$ cat config.mk
export PLATFORM = sky130hd
export DESIGN_NAME = bram_arbiter
export DESIGN_NICKNAME = d
export VERILOG_FILES = /design/src/rtl/bram_arbiter.sv
export SDC_FILE = /design/constraint.sdc
export NUM_CORES = 1
export LEC_CHECK = 0
export ABC_AREA = 1
export CAP_MARGIN = 20
export CORE_ASPECT_RATIO = 1.2
export CORE_MARGIN = 5
export CORE_UTILIZATION = 36
export DETAILED_ROUTE_END_ITERATION = 8
export PLACE_DENSITY = 0.76
export SLEW_MARGIN = 20
export SYNTH_ARGS = -nofsm -noshare
export SYNTH_HDL_FRONTEND = slang
export SYNTH_SLANG_ARGS = --single-unit
$ cat constraint.sdc
create_clock -name clk -period 1.55 [get_ports clk]
set_input_delay 0.3875 -clock clk [delete_from_list [all_inputs] [get_ports clk]]
set_output_delay 0.3875 -clock clk [all_outputs]
set_load 0.02 [all_outputs]
$ cat src/rtl/bram_arbiter.sv
// Two-requester arbiter/sequencer for a single-port BRAM with fixed read latency.
// Define BRAM_ARB_WB_PRIO_EN for fixed Wishbone priority; default is round-robin.
module bram_arbiter #(
  parameter int          LAT  = 10,
  parameter logic [7:0]  BASE = 8'h38
) (
  input  logic        clk,
  input  logic        rst,
  input  logic        wb_cyc_i,
  input  logic        wb_stb_i,
  input  logic        wb_we_i,
  input  logic [3:0]  wb_sel_i,
  input  logic [31:0] wb_adr_i,
  input  logic [31:0] wb_dat_i,
  output logic        wb_ack_o,
  output logic [31:0] wb_dat_o,
  input  logic        eng_req_i,
  input  logic        eng_we_i,
  input  logic [3:0]  eng_sel_i,
  input  logic [31:0] eng_adr_i,
  input  logic [31:0] eng_dat_i,
  output logic        eng_gnt_o,
  output logic        eng_rvalid_o,
  output logic [31:0] eng_rdata_o,
  output logic        bram_en_o,
  output logic [3:0]  bram_we_o,
  output logic [31:0] bram_a_o,
  output logic [31:0] bram_di_o,
  input  logic [31:0] bram_do_i,
  output logic        busy_o
);

  localparam int              CW       = $clog2(LAT + 1);
  localparam logic [CW-1:0]   CNT_LAST = CW'(LAT - 1);

  localparam logic [1:0] S_IDLE   = 2'd0;
  localparam logic [1:0] S_ACCESS = 2'd1;
  localparam logic [1:0] S_RESP   = 2'd2;

  logic [1:0]    state_reg;
  logic [CW-1:0] cnt_reg;
  logic          owner_eng_reg;
  logic          we_reg;
  logic [3:0]    sel_reg;
  logic [31:0]   adr_reg;
  logic [31:0]   dat_reg;
  logic [31:0]   resp_reg;
  logic          wb_drop_reg;

  logic wb_req;
  logic grant_wb;
  logic grant_eng;
  logic in_idle;
  logic in_access;
  logic in_resp;

  assign wb_req    = wb_cyc_i & wb_stb_i & (wb_adr_i[31:24] == BASE);
  assign in_idle   = (state_reg == S_IDLE);
  assign in_access = (state_reg == S_ACCESS);
  assign in_resp   = (state_reg == S_RESP);

`ifdef BRAM_ARB_WB_PRIO_EN
  assign grant_wb = wb_req;
`else
  // last_eng_reg=1 means the engine was served last, so WB wins the next tie.
  logic last_eng_reg;

  always_ff @(posedge clk) begin
    if (rst)
      last_eng_reg <= 1'b1;
    else if (in_idle && (wb_req || eng_req_i))
      last_eng_reg <= ~grant_wb;
  end

  assign grant_wb = wb_req & (~eng_req_i | last_eng_reg);
`endif

  assign grant_eng = eng_req_i & ~grant_wb;

  always_ff @(posedge clk) begin
    if (rst) begin
      state_reg     <= S_IDLE;
      cnt_reg       <= '0;
      owner_eng_reg <= 1'b0;
      we_reg        <= 1'b0;
      sel_reg       <= 4'h0;
      adr_reg       <= '0;
      dat_reg       <= '0;
      resp_reg      <= '0;
      wb_drop_reg   <= 1'b0;
    end else begin
      case (state_reg)
        S_IDLE: begin
          if (grant_wb || grant_eng) begin
            owner_eng_reg <= grant_eng;
            we_reg        <= grant_eng ? eng_we_i  : wb_we_i;
            sel_reg       <= grant_eng ? eng_sel_i : wb_sel_i;
            adr_reg       <= grant_eng ? eng_adr_i : wb_adr_i;
            dat_reg       <= grant_eng ? eng_dat_i : wb_dat_i;
            cnt_reg       <= '0;
            wb_drop_reg   <= 1'b0;
            state_reg     <= S_ACCESS;
          end
        end
        S_ACCESS: begin
          cnt_reg <= cnt_reg + CW'(1);
          // An abandoned WB cycle still finishes on the BRAM but gets no ack.
          if (!owner_eng_reg && !(wb_cyc_i && wb_stb_i))
            wb_drop_reg <= 1'b1;
          if (cnt_reg == CNT_LAST) begin
            resp_reg  <= we_reg ? 32'h0 : bram_do_i;
            state_reg <= S_RESP;
          end
        end
        S_RESP:  state_reg <= S_IDLE;
        default: state_reg <= S_IDLE;
      endcase
    end
  end

  assign busy_o       = ~in_idle;
  assign bram_en_o    = in_access;
  assign bram_we_o    = (in_access && (cnt_reg == '0) && we_reg) ? sel_reg : 4'h0;
  assign bram_a_o     = in_access ? adr_reg : 32'h0;
  assign bram_di_o    = in_access ? dat_reg : 32'h0;
  assign eng_gnt_o    = ~rst & in_idle & grant_eng;
  assign wb_ack_o     = in_resp & ~owner_eng_reg & ~wb_drop_reg;
  assign wb_dat_o     = wb_ack_o ? resp_reg : 32'h0;
  assign eng_rvalid_o = in_resp & owner_eng_reg;
  assign eng_rdata_o  = eng_rvalid_o ? resp_reg : 32'h0;

endmodule

==> results by group, run 1 <==
Outcome
  • Status: finished, violations left
  • Failing checks: negative setup slack

Global route
  • Global-route wire length before repair: ~38,000 um
  • Vias in the first global route: between 7,000 and 8,000
  • GR Util met3: under 10%
  • GRT Overall Usage: 24.6%
  • Most used routing layer: met2
  • Initial antenna violation count: 0
  • Total gr overflow: 0
  • Largest net degree at the start of global routing: 98
  • Met1 usage: 25.9%
  • M2 GR Usage: a little under half

Critical path
  • Reg-to-reg slack, setup: -0.20 ns
  • Critical path buffers and inverters: 4
  • Data required, critical path: between 1 and 1.5 ns
  • R2R cell count: 11
  • Max FO, Critical Path: 8
  • Crit path cell chain: buf_12 > nor4_4 > inv_4 > clkbuf_16 > nor2_4 > buf_4
  • Critical Path AT: 1.76 ns
  • Max stage delay on crit path: ~0.35 ns
  • Crit path max-delay family: buffers and inverters
  • Reg2reg start: state_reg[0]$_SDFFE_PP0P_
  • Slowest stage cell, crit path: dfxtp_2
  • WS Path Type: reg2out
  • Critical path startpoint category: flip-flop
  • RR Endpoint: resp_reg[13]$_SDFFE_PP0P_
  • CP Capture Type: output port

Yosys
  • Post-synthesis cell count: 967
  • FFs w/ async S/R, synth: 0%
  • Cell Area, Synth: just under 6000 um^2
  • Number of enable flip-flop cells after synthesis: 0
  • Yosys cell types: 23
  • Primary FF master, synth: dfxtp_1
  • FF+latch count, synth: between 100 and 150
  • Avg Synthesized Cell Area: just over 6 um^2
  • Yosys warns: 0
  • Syn_nets: 1,145
  • Sequential share of the synthesized area: between 30 and 40%

STA
  • Skew final: between 0.01 and 0.015 ns
  • Endpoints failing setup: 233
  • Slew Limit Fails: 0
  • Final worst hold slack: roughly 0.36 ns
  • Peak Freq: 465 MHz
  • Period utilisation layout: 139%
  • Setup ws final: -0.602 ns
  • Unrepaired setup endpoints after global routing: true
  • Final Hold Vio Count: 0
  • Tmin final: 2.15 ns
  • Relative slew margins: about 65%
  • Worst-Margin Slew: ~0.52 ns

Floorplan
  • Ports: around 310
  • Cell row count: 51
  • Core footprint: 16,300 um^2
  • Initial Util: 36.7%
  • DIE HEIGHT: ~150 um
  • Die area: around 19,000 um^2
  • Die W: between 100 and 150 um

Placed design
  • Port Buffers: 311
  • Final HPWL from detailed placement: 15,900 um
  • Dpl cells: ~1,500
  • Placer congestion estimate: a little over 0.8

Cells and area
  • P&R area growth vs syn: 101%
  • Nets: between 1,000 and 1,500
  • Multi-input gate area: 3870 um^2
  • Fillers: 1,224
  • Register area: 2210 um^2
  • Antenna cells: 0
  • Proportion of layout cells with a drive suffix above 1: between 30% and 40%
  • Cell Count, Final, Fillers Out: roughly 1,500
  • Fin util: 73.5%

Job
  • Total of max-cap violations: 0

Route
  • Vias: about 7,300
  • Initial drt markers: 225
  • 1st-pass router iterations: 5
  • Vias per Instance: between 4 and 5
  • WL/cell: approximately 16 um
  • Residual DRC: 0
  • Routed WL: roughly 25,000 um
  • Post-route ant nets: 0

Clock tree
  • Sinks on Clock Net: between 100 and 150
  • Reg clk slew, reported paths: roughly 0.08 ns
  • CTS tree: yes
  • CTS H-tree lvls: 3
  • Clock tree buffer depth: 2
  • CTS Buf Count: 9
  • Clock Latency Late Sink: between 0.3 and 0.4 ns
  • Clock root cell: clkbuf_16

Min path
  • Min-Delay Endpoint: cnt_reg[1]$_SDFFE_PP0P_
  • Hold Crit Class: in2reg
  • Worst Hold Depth: 3
  • Hold Startpoint: rst

Power and ir drop
  • Lkg Pwr: ~5.1 nW
  • Total power: 7.45 mW
  • Maximum vdd drop: between 0.4 and 0.5 mV
  • Power Density: 623 nW/um^2
logic make-up (layout without fill, tap and decap cells):
group                    Yosys count  count (layout)  share of synthesized area, %
AND/OR/NAND/NOR                  479             479                          34.0
buffers and inverters            252             609                          17.4
AO/OA/AOI/OAI                    123             123                          11.1
flip-flops                       110             110                          36.9
adder cells (fa/ha/maj)            3               3                         0.629
worst register-to-register path, stage by stage, from the launching register on:
cell and delay (ns):
dfxtp_2 0.37, inv_2 0.04, nor2_1 0.08, buf_4 0.17
inv_12 0.08, buf_12 0.14, buf_16 0.14, nor2_4 0.12
inv_4 0.08, bufbuf_16 0.28, nand2_1 0.06, a21oi_1 0.06
routing by layer:
| metal | up-vias | share of wire (%) |
|---|---|---|
| li1 | 3695 | - |
| met1 | 3286 | 35 |
| met2 | 261 | 53 |
| met3 | 58 | 7.8 |
| met4 | 0 | 4.1 |
| met5 | - | 0 |
placed cells by master, fill, tap and decap left out, types with 4 or more instances in the layout:
master	instances
a211oi_2	6
dfxtp_1	107
nand2_1	166
buf_2	5
nor2_2	7
dlygate4sd2_1	4
a211oi_1	8
a21oi_4	5
inv_1	170
nand2_4	5
a21oi_1	102
inv_2	4
nand2_2	6
nor2_1	10
buf_4	76
buf_6	120
nand3_2	5
buf_16	13
clkdlybuf4s50_1	162
buf_12	23
clkbuf_16	11
nor2_4	125
nand3_1	149
worst max path at each step:
stage | startpoint | endpoint | slack (ns) | cells past startpoint
2_1_floorplan | state_reg[1]$_SDFFE_PP0P_ | wb_dat_o[10] | -0.19 | 5
3_3_place_gp | wb_adr_i[31] | eng_gnt_o | -1.08 | 9
3_5_place_dp | wb_adr_i[31] | eng_gnt_o | -1.12 | 9
4_1_cts | state_reg[1]$_SDFFE_PP0P_ | wb_dat_o[31] | -0.62 | 6
5_1_grt | state_reg[0]$_SDFFE_PP0P_ | wb_dat_o[23] | -0.68 | 6
6_report | state_reg[0]$_SDFFE_PP0P_ | wb_dat_o[23] | -0.60 | 6
repair_timing:
item | 4_1_cts | 5_1_grt
setup endpoints to repair | 245 | 241
endpoints found under the hold margin | 0 | 0
pin swaps | 9 | 2
gates cloned | 14 | 3
setup buffers | 28 | 5
resized for setup | 848 | 104
hold buffers | 0 | 0
metrics by stage:
step / worst slack [ns] / TNS [ns] / cell area (um^2)
global placement: -1.08 / -118.28 / 10400
detailed placement: -1.12 / -121.75 / 10400
CTS: -0.617 / -66.86 / 11900
finish: -0.602 / -68.24 / 12000
global route: -0.682 / -91.04 / 12000
floorplan: -0.193 / -6.28 / 7000
layout make-up:
cell class / instances / area share (%)
repair buffers: 414 / 38.6
multi-input cells: 605 / 32.3
flip-flops and latches: 110 / 18.4
inverters: 181 / 6.05
well taps: 212 / 2.22
clock buffers: 9 / 1.88
clock inverters: 5 / 0.439
power breakdown:
| part | switching (mW) | internal (mW) | leakage (nW) |
|---|---|---|---|
| Clock | 1.03 | 1.23 | 0.137 |
| Combinational | 1.06 | 1.10 | 4.06 |
| Sequential | 0.0482 | 2.99 | 0.904 |
| Total | 2.14 | 5.32 | 5.10 |
synthesized netlist by cell type (2+ instances only):
master	instances	area [um^2]
buf_6	7	78.8
inv_2	4	15.0
nor2_1	139	522
nand2_1	177	664
dfxtp_1	110	2200
buf_2	21	105
clkbuf_1	28	105
nor3_1	2	10.0
nor2_2	3	18.8
nand3_1	153	766
a211oi_1	14	105
ha_1	3	37.5
inv_1	177	664
buf_4	3	22.5
buf_1	12	45.0
a21oi_1	107	536
No activity file was read; power rests on OpenSTA's default activity.
==> run 2, diff against run 1 <==
- CELL_PAD_IN_SITES_DETAIL_PLACEMENT: unset -> 1
- CELL_PAD_IN_SITES_GLOBAL_PLACEMENT: unset -> 1
- CORE_UTILIZATION: 36 -> 23
- PLACE_DENSITY: 0.76 -> 0.75
- clock period: 1.55 -> 1.9 ns (I/O delays scaled with it)
==> run 2 against run 1 <==
Net effect: the run still ends with negative setup slack left; wire length increased by 7.1%; setup slack improved by 0.39 ns; first-iteration DRC count is 2.2% lower; via count down 0.79%; sequential power decreased by 18%; critical path type unchanged; highest routed layer unchanged.
==> results by group, run 2 (same netlist as run 1, synthesis figures left out) <==
Power and ir drop
  • Total power: 6.12 mW (was 7.45 mW)
  • Lkg Pwr: 4.72 nW (was 5.10 nW)
  • Power Density: 557 nW/um^2 (was 623 nW/um^2)
  • Maximum vdd drop: 0.366 mV (was 0.418 mV)

Route
  • Vias per Instance: 4.47 (was 4.75)
  • Routed WL: 26,700 um (was 24,900 um)
  • Initial drt markers: 220 (was 225)
  • 1st-pass router iterations: 4 (was 5)
  • Vias: 7,242 (was 7,300)
  • Residual DRC: 0 (unchanged)
  • WL/cell: 16.5 um (was 16.2 um)
  • Post-route ant nets: 0 (unchanged)

Critical path
  • Slowest stage cell, crit path: dfxtp_2 (unchanged)
  • Crit path max-delay family: buffers and inverters (unchanged)
  • Max stage delay on crit path: 0.36 ns (was 0.35 ns)
  • Data required, critical path: 1.42 ns (was 1.16 ns)
  • Critical path buffers and inverters: 7 (was 4)
  • WS Path Type: reg2out (unchanged)
  • Critical path startpoint category: flip-flop (unchanged)
  • Critical Path AT: 1.64 ns (was 1.76 ns)
  • Crit path cell chain: inv_2 > nor2_2 > buf_6 > buf_12 > inv_16 > buf_16 > buf_6 > nor2_4 > buf_6 (was buf_12 > nor4_4 > inv_4 > clkbuf_16 > nor2_4 > buf_4)
  • Reg-to-reg slack, setup: 0.10 ns (was -0.20 ns)
  • CP Capture Type: output port (unchanged)
  • Max FO, Critical Path: 11 (was 8)
  • Top cell by count, worst path: buf_6

Placed design
  • Port Buffers: 311 (unchanged)
  • Place WS: -0.797 ns (was -1.12 ns)
  • Post-DP Area: 9640 um^2 (was 10,400 um^2)
  • Placer congestion estimate: 0.789 (was 0.817)
  • Final HPWL from detailed placement: 18,600 um (was 15,900 um)

Cells and area
  • P&R area growth vs syn: 84.2% (was 101%)
  • Nets: 1,461 (was 1,499)
  • Final Cell Area: 11,000 um^2 (was 12,000 um^2)
  • Most frequent cells in the layout: inv_1 (175), nand2_1 (175), clkdlybuf4s50_1 (162) (was inv_1 (170), nand2_1 (166), clkdlybuf4s50_1 (162))
  • Proportion of layout cells with a drive suffix above 1: 27.2% (was 33.1%)
  • Fillers: 3,167 (was 1,224)
  • Register area: 2210 um^2 (about the same)
  • Multi-input gate area: 3410 um^2 (was 3870 um^2)

Clock tree
  • Hold-fix buffers at CTS: 0 (unchanged)
  • Clock tree buffer depth: 2 (unchanged)
  • CTS Buf Count: 9 (unchanged)
  • Clock Latency Late Sink: 0.36 ns (was 0.35 ns)
  • Sinks on Clock Net: 110 (unchanged)
  • Reg clk slew, reported paths: 0.08 ns (about the same)
  • CTS H-tree lvls: 3 (unchanged)
  • Clock root cell: clkbuf_16 (unchanged)
  • CTS tree: yes (unchanged)

Global route
  • Vias in the first global route: 7,504 (was 7,291)
  • Total gr overflow: 0 (unchanged)
  • Initial antenna violation count: 2 (was 0)
  • Largest net degree at the start of global routing: 100 (was 98)
  • Global-route wire length before repair: 39,800 um (was 37,600 um)
  • GRT Overall Usage: 17.0% (was 24.6%)

Floorplan
  • Cell row count: 64 (was 51)
  • Initial Util: 23.4% (was 36.7%)
  • Core footprint: 25,500 um^2 (was 16,300 um^2)
  • Die area: 29,300 um^2 (was 19,300 um^2)
  • Ports: 312 (unchanged)
  • Die W: 157 um (was 128 um)
  • DIE HEIGHT: 186 um (was 151 um)

Outcome
  • Failing checks: negative setup slack (unchanged)
  • Status: finished, violations left (unchanged)

STA
  • Skew final: 0.0112 ns (was 0.0121 ns)
  • Peak Freq: about 470 MHz
  • Slew Limit Fails: 0 (unchanged)
  • Final Hold Vio Count: 0 (unchanged)
  • Endpoints failing setup: 133 (was 233)
  • Unrepaired setup endpoints after global routing: true (unchanged)
  • Final worst hold slack: 0.468 ns (was 0.356 ns)
  • Final TNS setup: -18.85 ns (was -68.24 ns)
  • Period utilisation layout: 111%
  • Setup ws final: -0.213 ns (was -0.602 ns)
  • Relative slew margins: 64.2% (was 65.2%)
  • Tmin final: around 2.1 ns
  • Worst-Margin Slew: 0.536 ns (was 0.523 ns)

Job
  • Total of max-cap violations: 0 (unchanged)

Min path
  • Hold Crit Class: reg2reg (was in2reg)
[run 2: what timing repair did]
action | in CTS | in global routing
gates resized for setup | 833 | 169
buffers inserted | 4 | 5
pin swaps | 13 | 8
endpoints found under the setup margin | 206 | 195
gates cloned | 3 | 7
[run 2: path summary, 6_finish.rpt]
check / start / end / cells after the start
setup / recovery: state_reg[0]$_SDFFE_PP0P_ / bram_a_o[31] / 9
hold / removal: resp_reg[20]$_SDFFE_PP0P_ / resp_reg[20]$_SDFFE_PP0P_ / 2
setup reg to reg: state_reg[0]$_SDFFE_PP0P_ / resp_reg[16]$_SDFFE_PP0P_ / 12
hold reg to reg: resp_reg[20]$_SDFFE_PP0P_ / resp_reg[20]$_SDFFE_PP0P_ / 2
[run 2: tightest hold or removal path, stage by stage (launching register included)]
cell and delay [ns]:
dfxtp_1 0.32, nand2_1 0.06, a21oi_1 0.05
[run 2: final cells by class]
type | instances | area share (%)
repair buffers | 376 | 35.9
multi-input cells | 605 | 31.1
flip-flops and latches | 110 | 20.1
inverters | 181 | 6.33
well taps | 330 | 3.76
clock buffers | 9 | 2.05
clock inverters | 7 | 0.763
diodes | 2 | 0.0456
[run 2: per-stage QoR]
stage | cells | utilization (%)
final | 1620 | 43.0
after global routing | 1620 | 43.0
after CTS | 1607 | 39.9
after detailed placement | 1585 | 37.7
after global placement | 1585 | 37.7
after floorplan | 967 | -
[run 2: power by group]
group,switching (mW),internal [mW],total (mW),leakage [nW]
clock,1.03,0.939,1.97,0.148
sequential,0.0397,2.44,2.48,0.904
combinational,0.861,0.813,1.67,3.67
[run 2: metal layers]
layer / global-route usage (%) / wire length (um) / up-vias
met5: 0 / 0 / -
met4: 5.86 / 658 / 0
li1: - / - / 3612
met3: 3.17 / 1540 / 34
met2: 31.9 / 14600 / 192
met1: 18.8 / 9850 / 3404
